`src/rtl/fetch_stage32.sv`:
```
// KLP32 instruction fetch stage: owns the PC, addresses the combinational instruction
// memory and fills the IF/ID register under stall, flush and redirect control from decode/execute.
module fetch_stage32 #(
    parameter int unsigned    n        = 32,
    parameter logic [n-1:0]   RESET_PC = 32'h0000_0000,
    parameter logic [n-1:0]   NOP_INST = 32'h0000_0013
) (
    input  logic         clk,
    input  logic         rst_n,
    input  logic         stall,
    input  logic         flush,
    input  logic         redirect_valid,
    input  logic [n-1:0] redirect_pc,
    output logic [n-1:0] imem_addr,
    input  logic [n-1:0] imem_inst,
    output logic [n-1:0] ifid_inst,
    output logic [n-1:0] ifid_pc,
    output logic [n-1:0] ifid_pc4,
    output logic         ifid_valid,
    output logic         misalign_err,
    output logic [31:0]  fetch_count
);

    typedef enum logic [1:0] {
        BOOT = 2'd0,
        RUN  = 2'd1,
        HALT = 2'd2
    } fetch_state_e;

    fetch_state_e state_q;
    logic [n-1:0] pc_q;
    logic [n-1:0] pc_plus4;
    logic [n-1:0] ifid_inst_q;
    logic [n-1:0] ifid_pc_q;
    logic [n-1:0] ifid_pc4_q;
    logic         ifid_valid_q;
    logic         misalign_q;
    logic [31:0]  fetch_count_q;
    logic         redirect_misaligned;

    // Wraps modulo 2^n; a fetch past the top of the address space simply restarts at 0.
    assign pc_plus4            = pc_q + n'(4);
    assign redirect_misaligned = (redirect_pc[1:0] != 2'b00);

    // Driven from the PC register only, so the memory address never depends on same-cycle inputs.
    assign imem_addr = {2'b00, pc_q[n-1:2]};

    // NOTE: all state below uses non-blocking assignments so every register samples
    // the pre-edge values of its peers, independent of statement order.
    always_ff @(posedge clk or negedge rst_n) begin
        if (!rst_n) begin
            state_q       <= BOOT;
            pc_q          <= RESET_PC;
            ifid_inst_q   <= NOP_INST;
            ifid_pc_q     <= '0;
            ifid_pc4_q    <= '0;
            ifid_valid_q  <= 1'b0;
            misalign_q    <= 1'b0;
            fetch_count_q <= '0;
        end else begin
            case (state_q)
                BOOT: state_q <= RUN;
                RUN: begin
                    if (redirect_valid && redirect_misaligned) begin
                        misalign_q   <= 1'b1;
                        state_q      <= HALT;
                        ifid_inst_q  <= NOP_INST;
                        ifid_valid_q <= 1'b0;
                    end else if (redirect_valid) begin
                        pc_q         <= redirect_pc;
                        ifid_inst_q  <= NOP_INST;
                        ifid_valid_q <= 1'b0;
                    end else if (flush) begin
                        // The word fetched this cycle is dropped; PC still advances unless stalled.
                        ifid_inst_q  <= NOP_INST;
                        ifid_valid_q <= 1'b0;
                        if (!stall) pc_q <= pc_plus4;
                    end else if (!stall) begin
                        ifid_inst_q   <= imem_inst;
                        ifid_pc_q     <= pc_q;
                        ifid_pc4_q    <= pc_plus4;
                        ifid_valid_q  <= 1'b1;
                        pc_q          <= pc_plus4;
                        fetch_count_q <= fetch_count_q + 32'd1;
                    end
                end
                HALT: state_q <= HALT;
                default: state_q <= HALT;
            endcase
        end
    end

    assign ifid_inst    = ifid_inst_q;
    assign ifid_pc      = ifid_pc_q;
    assign ifid_pc4     = ifid_pc4_q;
    assign ifid_valid   = ifid_valid_q;
    assign misalign_err = misalign_q;
    assign fetch_count  = fetch_count_q;

endmodule
```
`config.mk`:
```
export PLATFORM = sky130hd
export DESIGN_NAME = fetch_stage32
export DESIGN_NICKNAME = d
export VERILOG_FILES = /design/src/rtl/fetch_stage32.sv
export SDC_FILE = /design/constraint.sdc
export NUM_CORES = 1
export LEC_CHECK = 0
export ABC_CLOCK_PERIOD_IN_PS = 2490
export CAP_MARGIN = 0
export CORE_MARGIN = 5
export CORE_UTILIZATION = 30
export DETAILED_ROUTE_END_ITERATION = 6
export PLACE_DENSITY_LB_ADDON = 0.12
export SYNTH_ARGS = -nofsm -noshare
export SYNTH_HDL_FRONTEND = slang
export SYNTH_SLANG_ARGS = --single-unit
```
`constraint.sdc`:
```
create_clock -name clk -period 2.49 [get_ports clk]
set_clock_uncertainty 0.05 [all_clocks]
set_input_delay 0.498 -clock clk [delete_from_list [all_inputs] [get_ports clk]]
set_output_delay 0.498 -clock clk [all_outputs]
set_load 0.01 [all_outputs]
```
## After elaboration in Yosys (flattened, before gate mapping)

Index checks and enable logic that the tools add are counted.

| word-level totals | value |
|---|---|
| register bits | 164 |
| bits of input ports | 69 |
| output and inout port bits | 162 |
| logic and storage cells | 37 |

| operators by class | value |
|---|---|
| add/sub/neg operators | 2 |
| equality and inequality tests | 4 |
| mux-type cells | 12 |
| bitwise operators | 4 |
| reduce and logical (&&, ||, !) cells | 7 |

Operators by type and width:

| cell | count |
|---|---|
| two-way mux 32 bit | 6 |
| adder 32 x 1 -> 32 bit, second input constant | 1 |
| adder 32 x 3 -> 32 bit, second input constant | 1 |
| AND reduction 5 bit | 1 |
| two-way mux 1 bit | 4 |
| != test 4 x 1 -> 1 bit, second input constant | 1 |
| inverter 1 bit | 4 |
| case mux 2 bit (2 select lines) | 1 |
| AND reduction 2 bit | 2 |
| AND reduction 3 bit | 1 |
| equality test 2 x 1 -> 1 bit, second input constant | 1 |
| zero test 2 bit | 1 |
| two-way mux 2 bit | 1 |
| != test 2 x 1 -> 1 bit, second input constant | 1 |
| != test 2 bit, second input constant | 1 |
| nonzero test 2 bit | 1 |
| logical AND 1 bit | 1 |

## Longest topological paths before layout

Gate-level depths: netlist (run 1).

| depth | value |
|---|---|
| word-level depth | 4 |
| depth in mapped cells | 7 |
| depth with buffers taken out | 6 |

## Worst setup path before layout (run 1)

No wires, ideal clock.

| path | value |
|---|---|
| path type | input -> register |
| start point | in redirect_valid |
| end point | reg fetch_count_q[31], in the netlist fetch_count[31] |
| setup time | 0.124 ns |
| data arrival time | 1.976 ns |
| required time | 2.316 ns |
| slack | 0.339 ns |
| stages | 7 |
| buffers on the path | 2 |
| cells stage by stage | buf_6 > nor4b_4 > nand4_2 > or4_1 > buf_2 > nand2b_1 > xnor2_1 |

| on the way | value |
|---|---|
| longest elaborated chain between the ends | 3 |
| elaborated cells between the ends (all ways) | 4 |
| those cells by class | 2 x bitwise; 2 x reduce/logical |

Ends and longest elaborated chain:

| element | RTL line | text |
|---|---|---|
| start, declared | 12 | `input logic redirect_valid,` |
| logical AND 1 bit | 64 | `if (redirect_valid && redirect_misaligned) begin` |
| inverter 1 bit (no line) | -- |  |
| AND reduction 5 bit (no line) * | -- |  |
| end signal, assigned | 84 | `fetch_count_q <= fetch_count_q + 32'd1;` |
| end, declared | 38 | `logic [31:0] fetch_count_q;` |

Every way passes the cells marked *; elsewhere a longest branch is shown, timed or not.
A chain may end at the register's enable or synchronous reset.

## Worst setup path after layout (run 1)

| path | value |
|---|---|
| start point | reg pc_q[3] |
| end point | reg pc_q[24] |

| on the way | value |
|---|---|
| longest elaborated chain between the ends | 3 |

Ends and longest elaborated chain:

| element | RTL line | text |
|---|---|---|
| start, declared | 31 | `logic [n-1:0] pc_q;` |
| start signal, assigned | 70 | `pc_q <= redirect_pc;` |
| start signal, assigned | 77 | `if (!stall) pc_q <= pc_plus4;` |
| start signal, assigned | 83 | `pc_q <= pc_plus4;` |
| adder 32 x 3 -> 32 bit | 42 | `assign pc_plus4 = pc_q + n'(4);` |
| two-way mux 32 bit | 77, 78 |  |
| two-way mux 32 bit | 69 | `end else if (redirect_valid) begin` |

Every way passes these cells. The select of a mux whose other input is x is not followed.

==> impl_metrics.json, run 1 <==
{
  "status": "completed",
  "async_flop_share_pct": 100.0,
  "post_cts_buffers": 0,
  "rsz0062_at_grt": "false",
  "critPathMaxStageDelay_ns": 0.49,
  "grt_pass1_wl_um": 37720,
  "worst_r2r_endpoint": "pc_q[24]",
  "grt_overflow": 0,
  "port_buffers": 228,
  "critPathKind": "reg -> reg",
  "final_common_cell": "clkdlybuf4s50_1",
  "cts_tree": "built",
  "crit_chain": "ha_1 -> nand2_1 -> nor4_4 -> nand3_1 -> or4_1 -> nand3_1",
  "drc": 0,
  "synth_compound_area_share_pct": 12.10,
  "ant_nets": 0,
  "end_kind": "register",
  "dpl_cell_area_um2": 10400,
  "wl_per_cell_um": 17.10,
  "synth_warnings": 0,
  "ir_drop_mv": 0.4226,
  "ff2ff_path_depth": 6,
  "synth_fa_ha_area_share_pct": 0.3347,
  "grt_pass1_vias": 6559,
  "htree_levels": 4,
  "max_cap_viol_count": 0,
  "crit_arrival_ns": 2.58,
  "clkSinkCount": 162,
  "worst_pin_slew_ns": 0.5089,
  "crit_path_top_delay_cell": "nor4_4",
  "fin_tns_setup_ns": 0,
  "seq_area_frac_synth_pct": 54.27,
  "cpMostUsedCell": "nand3_1",
  "cts_buffers": 17,
  "wl_met2_um": 11090,
  "hold_violations": 0,
  "final_layout_size_suffix_gt1_share_pct": 10.14,
  "yosysTopAreaCellShare_pct": 53.21,
  "synth_top_family_by_area": "simple AND/OR/NAND/NOR gates",
  "nNetsFinal": 1084,
  "antenna_found_initial": 0,
  "ff_latch_area_um2": 4058,
  "die_w_um": 167.9,
  "start_util_pct": 30.57,
  "gr-usage-all-layers_pct": 16.59,
  "muxShareOfSynthArea_pct": 0.2677,
  "p_per_area_nw_per_um2": 752.4,
  "fin_area_um2": 10980,
  "holdBufCountCts": 1,
  "synth.distinct_cells": 49,
  "min_path_cells": 1,
  "slew_headroom_pct": 65.82,
  "timing.rr.start": "pc_q[3]",
  "firstDrtPassIters": 4,
  "clock_latency_ns": 0.42,
  "synth-simple-area-share_pct": 22.19,
  "cts_buffer_depth": 2,
  "finalPower_mw": 8.264,
  "crit_path_max_fanout": 6,
  "wl_met1_um": 10780,
  "min_from": "misalign_err",
  "hold_end": "misalign_err",
  "fin_util_pct": 44.90,
  "crit_start": "pc_q[3]",
  "gp_congestion": 0.7555,
  "syn-instance-count": 773,
  "regToRegSetupSlack_ns": 0.22,
  "top_layer": "met4",
  "fin_crit_ns": 2.267,
  "finalSetupViolCount": 0,
  "p_leak_nw": 4.855,
  "avgSynthCellArea_um2": 9.673,
  "start_kind": "register",
  "final_cell_mix": "clkdlybuf4s50_1, nand2_1, dfrtp_1",
  "fp.dieArea_um2": 28180,
  "clkSlewWorstSetupHoldPaths_ns": 0.07,
  "diodes": 0,
  "grt_start_max_net_pins": 93,
  "yosys.area.top_type": "dfrtp_1",
  "chipHeight_um": 167.9,
  "drtIter0Drc": 384,
  "drt_wl_total_um": 23090,
  "multiInputGateArea_um2": 3159,
  "routed-via-count": 6343,
  "synth-edff-count": 0,
  "cts_resized": 0,
  "std_cell_rows": 57,
  "synth.area.top_cells": "dfrtp_1, nand2_1, xnor2_1",
  "post-route-period-util_pct": 91.04,
  "ys_seq_elements": 162,
  "num-fill-cells": 2362,
  "post-dp-hpwl_um": 16280,
  "vias_per_cell": 4.699,
  "coreArea_um2": 24460,
  "critical_path_required_ns": 2.80,
  "cts.root.buffer_cell": "clkbuf_16",
  "io_pins": 231,
  "slew_viol_final": 0,
  "area_growth_syn_to_layout_pct": 46.90,
  "syn_area_um2": 7477,
  "met3_length_um": 1079,
  "synth_xor_area_share_pct": 6.911,
  "max_freq_mhz": 441.1,
  "holdCritPathClass": "reg -> reg",
  "whs_ns": 0.4098,
  "synth_ff_type": "dfrtp_1"
}
==> power breakdown <==
group / leakage (nW) / switching, mW / internal [mW]
sequential: 2.14 / 0.365 / 3.08
combinational: 2.43 / 0.961 / 1.24
clock: 0.282 / 1.20 / 1.41
==> cell type report <==
| cell class | count | share of cell area [%] |
|---|---|---|
| multi-input combinational | 546 | 28.76 |
| timing repair buffer | 282 | 25.25 |
| clock buffer | 18 | 3.907 |
| tap | 324 | 3.691 |
| sequential | 162 | 36.94 |
| clock inverter | 14 | 1.310 |
| inverter | 4 | 0.1367 |
==> sequential cells by signal, indices dropped and copies added, names as in the netlist <==
name / cells
ifid_inst: 32
fetch_count: 32
ifid_pc4: 30
ifid_valid: 1
ifid_pc: 32
state_q: 2
pc_q: 32
misalign_err: 1
==> cells in the mapped netlist, types with 3 or more instances <==
cell type,instances
a21oi_1,19
a22o_1,25
a22oi_1,5
a2bb2oi_1,3
a31oi_1,6
and3_1,20
and4_1,8
buf_2,13
buf_4,5
clkbuf_1,42
dfrtp_1,159
dfstp_2,3
inv_1,4
nand2_1,187
nand2b_1,3
nand3_1,31
nand4_1,10
nand4_2,4
nor2_1,30
nor2b_1,3
nor3_1,17
nor3b_1,4
nor4_1,7
nor4_4,3
o21a_1,6
o21ai_0,56
o21ai_1,3
o22a_1,5
o22ai_1,4
or4_1,4
xnor2_1,39
xor2_1,20
==> critical path, delay by kind of cell (launching register included) <==
family / cells / cell delay [ns]
simple gates: 5 / 1.46
fa+ha+maj: 1 / 0.27
flops: 1 / 0.42
==> metal layers <==
layer / track usage [%] / vias up
met1: 22.72 / 3070
li1: - / 3126
met3: 3.751 / 10
met4: 2.964 / 0
met2: 27.36 / 137
met5: 0 / -
==> through the flow <==
step	cells	setup WS (ns)
final	1350	0.2230
after global placement	1317	0.02591
after global routing	1350	0.08819
after floorplan	774	0.3393
after detailed placement	1317	-0.0001044
after CTS	1350	0.2082
==> cells by family after synthesis <==
| logic type | Yosys count |
|---|---|
| compound gates | 142 |
| xor+xnor | 59 |
| flops | 162 |
| other cells | 1 |
| mux | 2 |
| buf+inv | 66 |
| fa+ha+maj | 2 |
| simple gates | 339 |
==> worst max-delay path by stage <==
stage | end | slack [ns] | depth (start not counted)
3_3_place_gp | fetch_count[22] | 0.03 | 8
6_report | pc_q[24] | 0.22 | 6
4_1_cts | pc_q[24] | 0.21 | 6
5_1_grt | pc_q[24] | 0.09 | 6
3_5_place_dp | fetch_count[22] | -0.0001 | 8
2_1_floorplan | fetch_count[31] | 0.34 | 7
Power figures use the tool's default switching activity.
==> run 2: changes to the inputs <==
Settings changed: GPL_TIMING_DRIVEN set to 0.
==> run 2 against run 1 <==
Via count up 3.7%; die area is the same; critical path type unchanged; utilization decreased by 0.51 points; first-iteration DRC count rose by 14%; sequential power about the same; hold slack worse by 0.029 ns; non-clock buffer count increased by 10.
==> impl_metrics.json, run 2 (synthesis results as in run 1) <==
{
  "rsz0062_at_grt": "true",
  "cts.root.buffer_cell": "clkbuf_16",
  "post-route-period-util_pct": 98.21,
  "grt_pass1_vias": 6607,
  "min_path_cells": 3,
  "std_cell_rows": 57,
  "nNetsFinal": 1094,
  "finalPower_mw": 8.442,
  "fin_area_um2": 10860,
  "final_cells": 1359,
  "clkPwrFrac_pct": 33.3,
  "final_common_cell": "clkdlybuf4s50_1",
  "grt_start_max_net_pins": 109,
  "gp_congestion": 0.8165,
  "drtIter0Drc": 438,
  "fin_tns_setup_ns": 0,
  "clock_latency_ns": 0.43,
  "start_util_pct": 30.57,
  "max_freq_mhz": 408.9,
  "max_cap_viol_count": 0,
  "io_pins": 231,
  "routed-via-count": 6577,
  "hold_end": "pc_q[19]",
  "crit_path_max_fanout": 7,
  "worst_pin_slew_ns": 0.6606,
  "p_leak_nw": 4.779,
  "diodes": 0,
  "wl_per_cell_um": 18.61,
  "cts_tree": "built",
  "grt_pass1_wl_um": 39690,
  "chipHeight_um": 167.9,
  "drt_wl_total_um": 25290,
  "htree_levels": 4,
  "coreArea_um2": 24460,
  "critPathKind": "reg -> reg",
  "regToRegSetupSlack_ns": 0.04,
  "fin_crit_ns": 2.445,
  "worst_r2r_endpoint": "pc_q[31]",
  "clkSlewWorstSetupHoldPaths_ns": 0.07,
  "clkSinkCount": 162,
  "grt_overflow": 0,
  "fin_util_pct": 44.39,
  "p_per_area_nw_per_um2": 777.4,
  "ant_nets": 0,
  "drc": 0,
  "gr-usage-all-layers_pct": 17.96,
  "holdCritPathClass": "in -> reg",
  "ff2ff_path_depth": 6,
  "min_from": "redirect_valid",
  "swShare_pct": 30.16,
  "ff_latch_area_um2": 4058,
  "firstDrtPassIters": 5,
  "ir_drop_mv": 0.3914,
  "critical_path_required_ns": 2.75,
  "dpl_cell_area_um2": 10190,
  "final_cell_mix": "clkdlybuf4s50_1, nand2_1, dfrtp_1",
  "crit_start": "pc_q[21]",
  "multiInputGateArea_um2": 3149,
  "vias_per_cell": 4.840,
  "dp.cells": 1326,
  "timing.rr.start": "pc_q[21]",
  "area_growth_syn_to_layout_pct": 45.23,
  "final_layout_size_suffix_gt1_share_pct": 8.019,
  "port_buffers": 227,
  "post-dp-hpwl_um": 18500,
  "start_kind": "register",
  "fp.dieArea_um2": 28180,
  "switchingPower_mw": 2.546,
  "slew_viol_final": 0,
  "end_kind": "register",
  "pwr-share-seq_pct": 40.5,
  "slew_headroom_pct": 55.55,
  "power_frac_comb_pct": 26.2,
  "crit_arrival_ns": 2.71,
  "status": "completed",
  "num-fill-cells": 2417,
  "die_w_um": 167.9,
  "p_int_mw": 5.896,
  "antenna_found_initial": 0,
  "finalSetupViolCount": 0,
  "hold_violations": 0,
  "cts_buffer_depth": 2,
  "cts_buffers": 17
}
==> run 2: cell types whose count changed in the layout (fill, tap and decap cells not counted), sizes merged, moves of 2 or more <==
cell    delta
clkinv     -2
inv        -2
buf       -32
clkbuf    +42
bufinv     +2
==> run 2: routing by layer <==
metal	part of all wire, %	vias to the layer above	track usage [%]
met1	45	3202	24.76
met5	0	-	0
met2	48	203	28.77
met3	6.1	16	4.033
li1	-	3156	-
met4	1.1	0	4.552
==> run 2: what timing repair did <==
action / CTS / global route
setup buffers: 0 / 1
hold buffers: 1 / 0
pin swaps: 0 / 3
gates resized for setup: 3 / 24
setup endpoints to repair: 18 / 58
hold endpoints to repair: 54 / 0
==> run 2: how the worst max path moves through the flow <==
| stage | to | depth (start not counted) |
|---|---|---|
| after global routing | pc_q[25] | 5 |
| after detailed placement | pc_q[15] | 6 |
| after floorplan | fetch_count[31] | 7 |
| after CTS | ifid_pc4[2] | 6 |
| final | pc_q[31] | 6 |
| after global placement | fetch_count[23] | 1 |
==> run 2: worst max-delay path, cell delays in order (launching register included) <==
cell and delay (ns):
dfrtp_1 0.34, clkbuf_1 0.29, and4_1 0.29, nand4_1 0.32
nor4_1 0.67, a31oi_1 0.16, o22a_1 0.21
==> run 2: stage by stage <==
step | hold WS, ns | setup slack, ns
after global placement | 0.3922 | -6.455
after global routing | 0.4014 | -0.09468
final | 0.3810 | 0.04450
after floorplan | 0.1524 | 0.3393
after detailed placement | 0.3933 | -0.7271
after CTS | 0.3644 | 0.006976
==> run 2: cell type report <==
class	instances	area share [%]
sequential	162	37.37
clock buffer	18	4.044
inverter	4	0.1383
multi-input combinational	546	29.00
tap	324	3.733
timing repair buffer	230	21.41
buffer	62	2.685
clock inverter	13	1.625
==> run 2: power groups by stage <==
stage	Clock [mW]	Combinational (mW)	Sequential (mW)
detailed placement	0	2.24	3.46
global route	2.97	2.42	3.50
CTS	2.87	2.25	3.42
global placement	0	2.23	3.46
floorplan	0	0.734	3.61
finish	2.81	2.21	3.42
==> run 3: changes to the inputs <==
Settings changed: CELL_PAD_IN_SITES_DETAIL_PLACEMENT set to 1, CELL_PAD_IN_SITES_GLOBAL_PLACEMENT set to 1.
==> run 3 against run 2 <==
Die area is the same; critical path depth is the same; worst setup slack gained 0.067 ns; clock power shrank 2%; critical path type unchanged; critical endpoint unchanged; largest cell class unchanged.
==> impl_metrics.json, run 3 (synthesis results as in run 1) <==
{
  "nNetsFinal": 1093,
  "antenna_found_initial": 1,
  "switchingPower_mw": 2.611,
  "vias_per_cell": 4.876,
  "max_freq_mhz": 420.4,
  "worst_pin_slew_ns": 0.8179,
  "clkSinkCount": 162,
  "wl_per_cell_um": 19.82,
  "end_kind": "register",
  "slew_viol_final": 0,
  "finalSetupViolCount": 0,
  "critical_path_required_ns": 2.77,
  "crit_chain": "buf_2 -> and4_1 -> nand4_1 -> nor4_1 -> a31oi_1 -> o22a_1",
  "final_layout_size_suffix_gt1_share_pct": 8.309,
  "fin_tns_setup_ns": 0,
  "p_int_mw": 5.783,
  "timing.rr.start": "pc_q[9]",
  "critPathMaxStageDelay_ns": 0.62,
  "critPathKind": "reg -> reg",
  "max_cap_viol_count": 0,
  "hold_violations": 0,
  "fin_crit_ns": 2.379,
  "status": "completed",
  "worst_r2r_endpoint": "pc_q[31]",
  "std_cell_rows": 57,
  "drc": 0,
  "coreArea_um2": 24460,
  "p_leak_nw": 4.755,
  "crit_arrival_ns": 2.65,
  "start_kind": "register",
  "holdBufCountCts": 0,
  "whs_ns": 0.07521,
  "post-route-period-util_pct": 95.53,
  "grt_overflow": 0,
  "finalPower_mw": 8.394,
  "power_frac_comb_pct": 26.5,
  "cts.root.buffer_cell": "clkbuf_16",
  "firstDrtPassIters": 4,
  "dp.cells": 1326,
  "crit_buf_inv": 1,
  "gp_congestion": 0.7738,
  "final_cells": 1360,
  "gr-usage-all-layers_pct": 19.07,
  "ff2ff_path_depth": 6,
  "swShare_pct": 31.11,
  "clock_latency_ns": 0.43,
  "clkSlewWorstSetupHoldPaths_ns": 0.07,
  "holdCritPathClass": "in -> async",
  "rsz0062_at_grt": "true",
  "crit_path_top_delay_cell": "nor4_1",
  "clkPwrFrac_pct": 32.6,
  "port_buffers": 227,
  "grt_pass1_wl_um": 42300,
  "pwr-share-seq_pct": 40.9,
  "routed-via-count": 6631,
  "htree_levels": 4,
  "ir_drop_mv": 0.3698,
  "area_growth_syn_to_layout_pct": 44.95,
  "grt_pass1_vias": 7101,
  "start_util_pct": 30.57,
  "cts_buffer_depth": 2,
  "grt_start_max_net_pins": 104,
  "crit_path_max_fanout": 10,
  "io_pins": 231,
  "p_per_area_nw_per_um2": 774.5,
  "chipHeight_um": 167.9,
  "ant_nets": 0,
  "cp_top_family": "simple AND/OR/NAND/NOR gates",
  "fp.dieArea_um2": 28180,
  "slew_headroom_pct": 45.47,
  "drtIter0Drc": 299,
  "cts_tree": "built",
  "cts_buffers": 17,
  "die_w_um": 167.9,
  "final_common_cell": "clkdlybuf4s50_1",
  "drt_wl_total_um": 26960,
  "final_cell_mix": "clkdlybuf4s50_1, nand2_1, dfrtp_1",
  "post-dp-hpwl_um": 19790,
  "regToRegSetupSlack_ns": 0.11
}
## run 3: worst max-delay path by stage
stage,end,cells after the start,slack [ns],startpoint
4_1_cts,ifid_pc4[30],7,0.002,flush
3_3_place_gp,ifid_inst[19],1,-6.51,rst_n
3_5_place_dp,pc_q[12],6,-0.89,stall
6_report,pc_q[31],6,0.11,pc_q[9]
2_1_floorplan,fetch_count[31],7,0.34,redirect_valid
5_1_grt,pc_q[25],5,-0.09,pc_q[15]
## run 3: repair_timing
item / in CTS / in global routing
buffers inserted: 0 / 1
setup endpoints to repair: 23 / 92
pin swaps: 0 / 1
gates resized for setup: 6 / 20
## run 3: metrics by stage
step	worst slack [ns]	util [%]	area [µm²]
final	0.1113	44.30	10840
after global placement	-6.513	41.53	10160
after detailed placement	-0.8911	41.66	10190
after floorplan	0.3393	-	7481
after CTS	0.002500	44.15	10800
after global routing	-0.08914	44.29	10840
## run 3: layout make-up
type	instances	area (µm²)
clock inverter	14	168.9
clock buffer	18	429.2
buffer	62	291.5
sequential	162	4059
fill	2789	13620
timing repair buffer	229	2312
antenna	1	2.502
tap	324	405.4
inverter	4	15.01
multi-input combinational	546	3154
## run 3: metal layers
metal	GRT usage (%)	share of wire, %	vias to the layer above
met5	0	0.041	-
met4	4.517	1.1	2
met3	4.971	6.2	21
met2	30.70	48	161
met1	25.87	45	3294
li1	-	-	3153
## run 3: power by group through the flow
stage               registers (mW)  clock network [mW]  logic (mW)
finish                        3.43                2.74        2.23
floorplan                     3.61                   0       0.734
global placement              3.47                   0        2.22
detailed placement            3.48                   0        2.25
CTS                           3.44                2.83        2.26
global route                  3.50                2.93        2.42
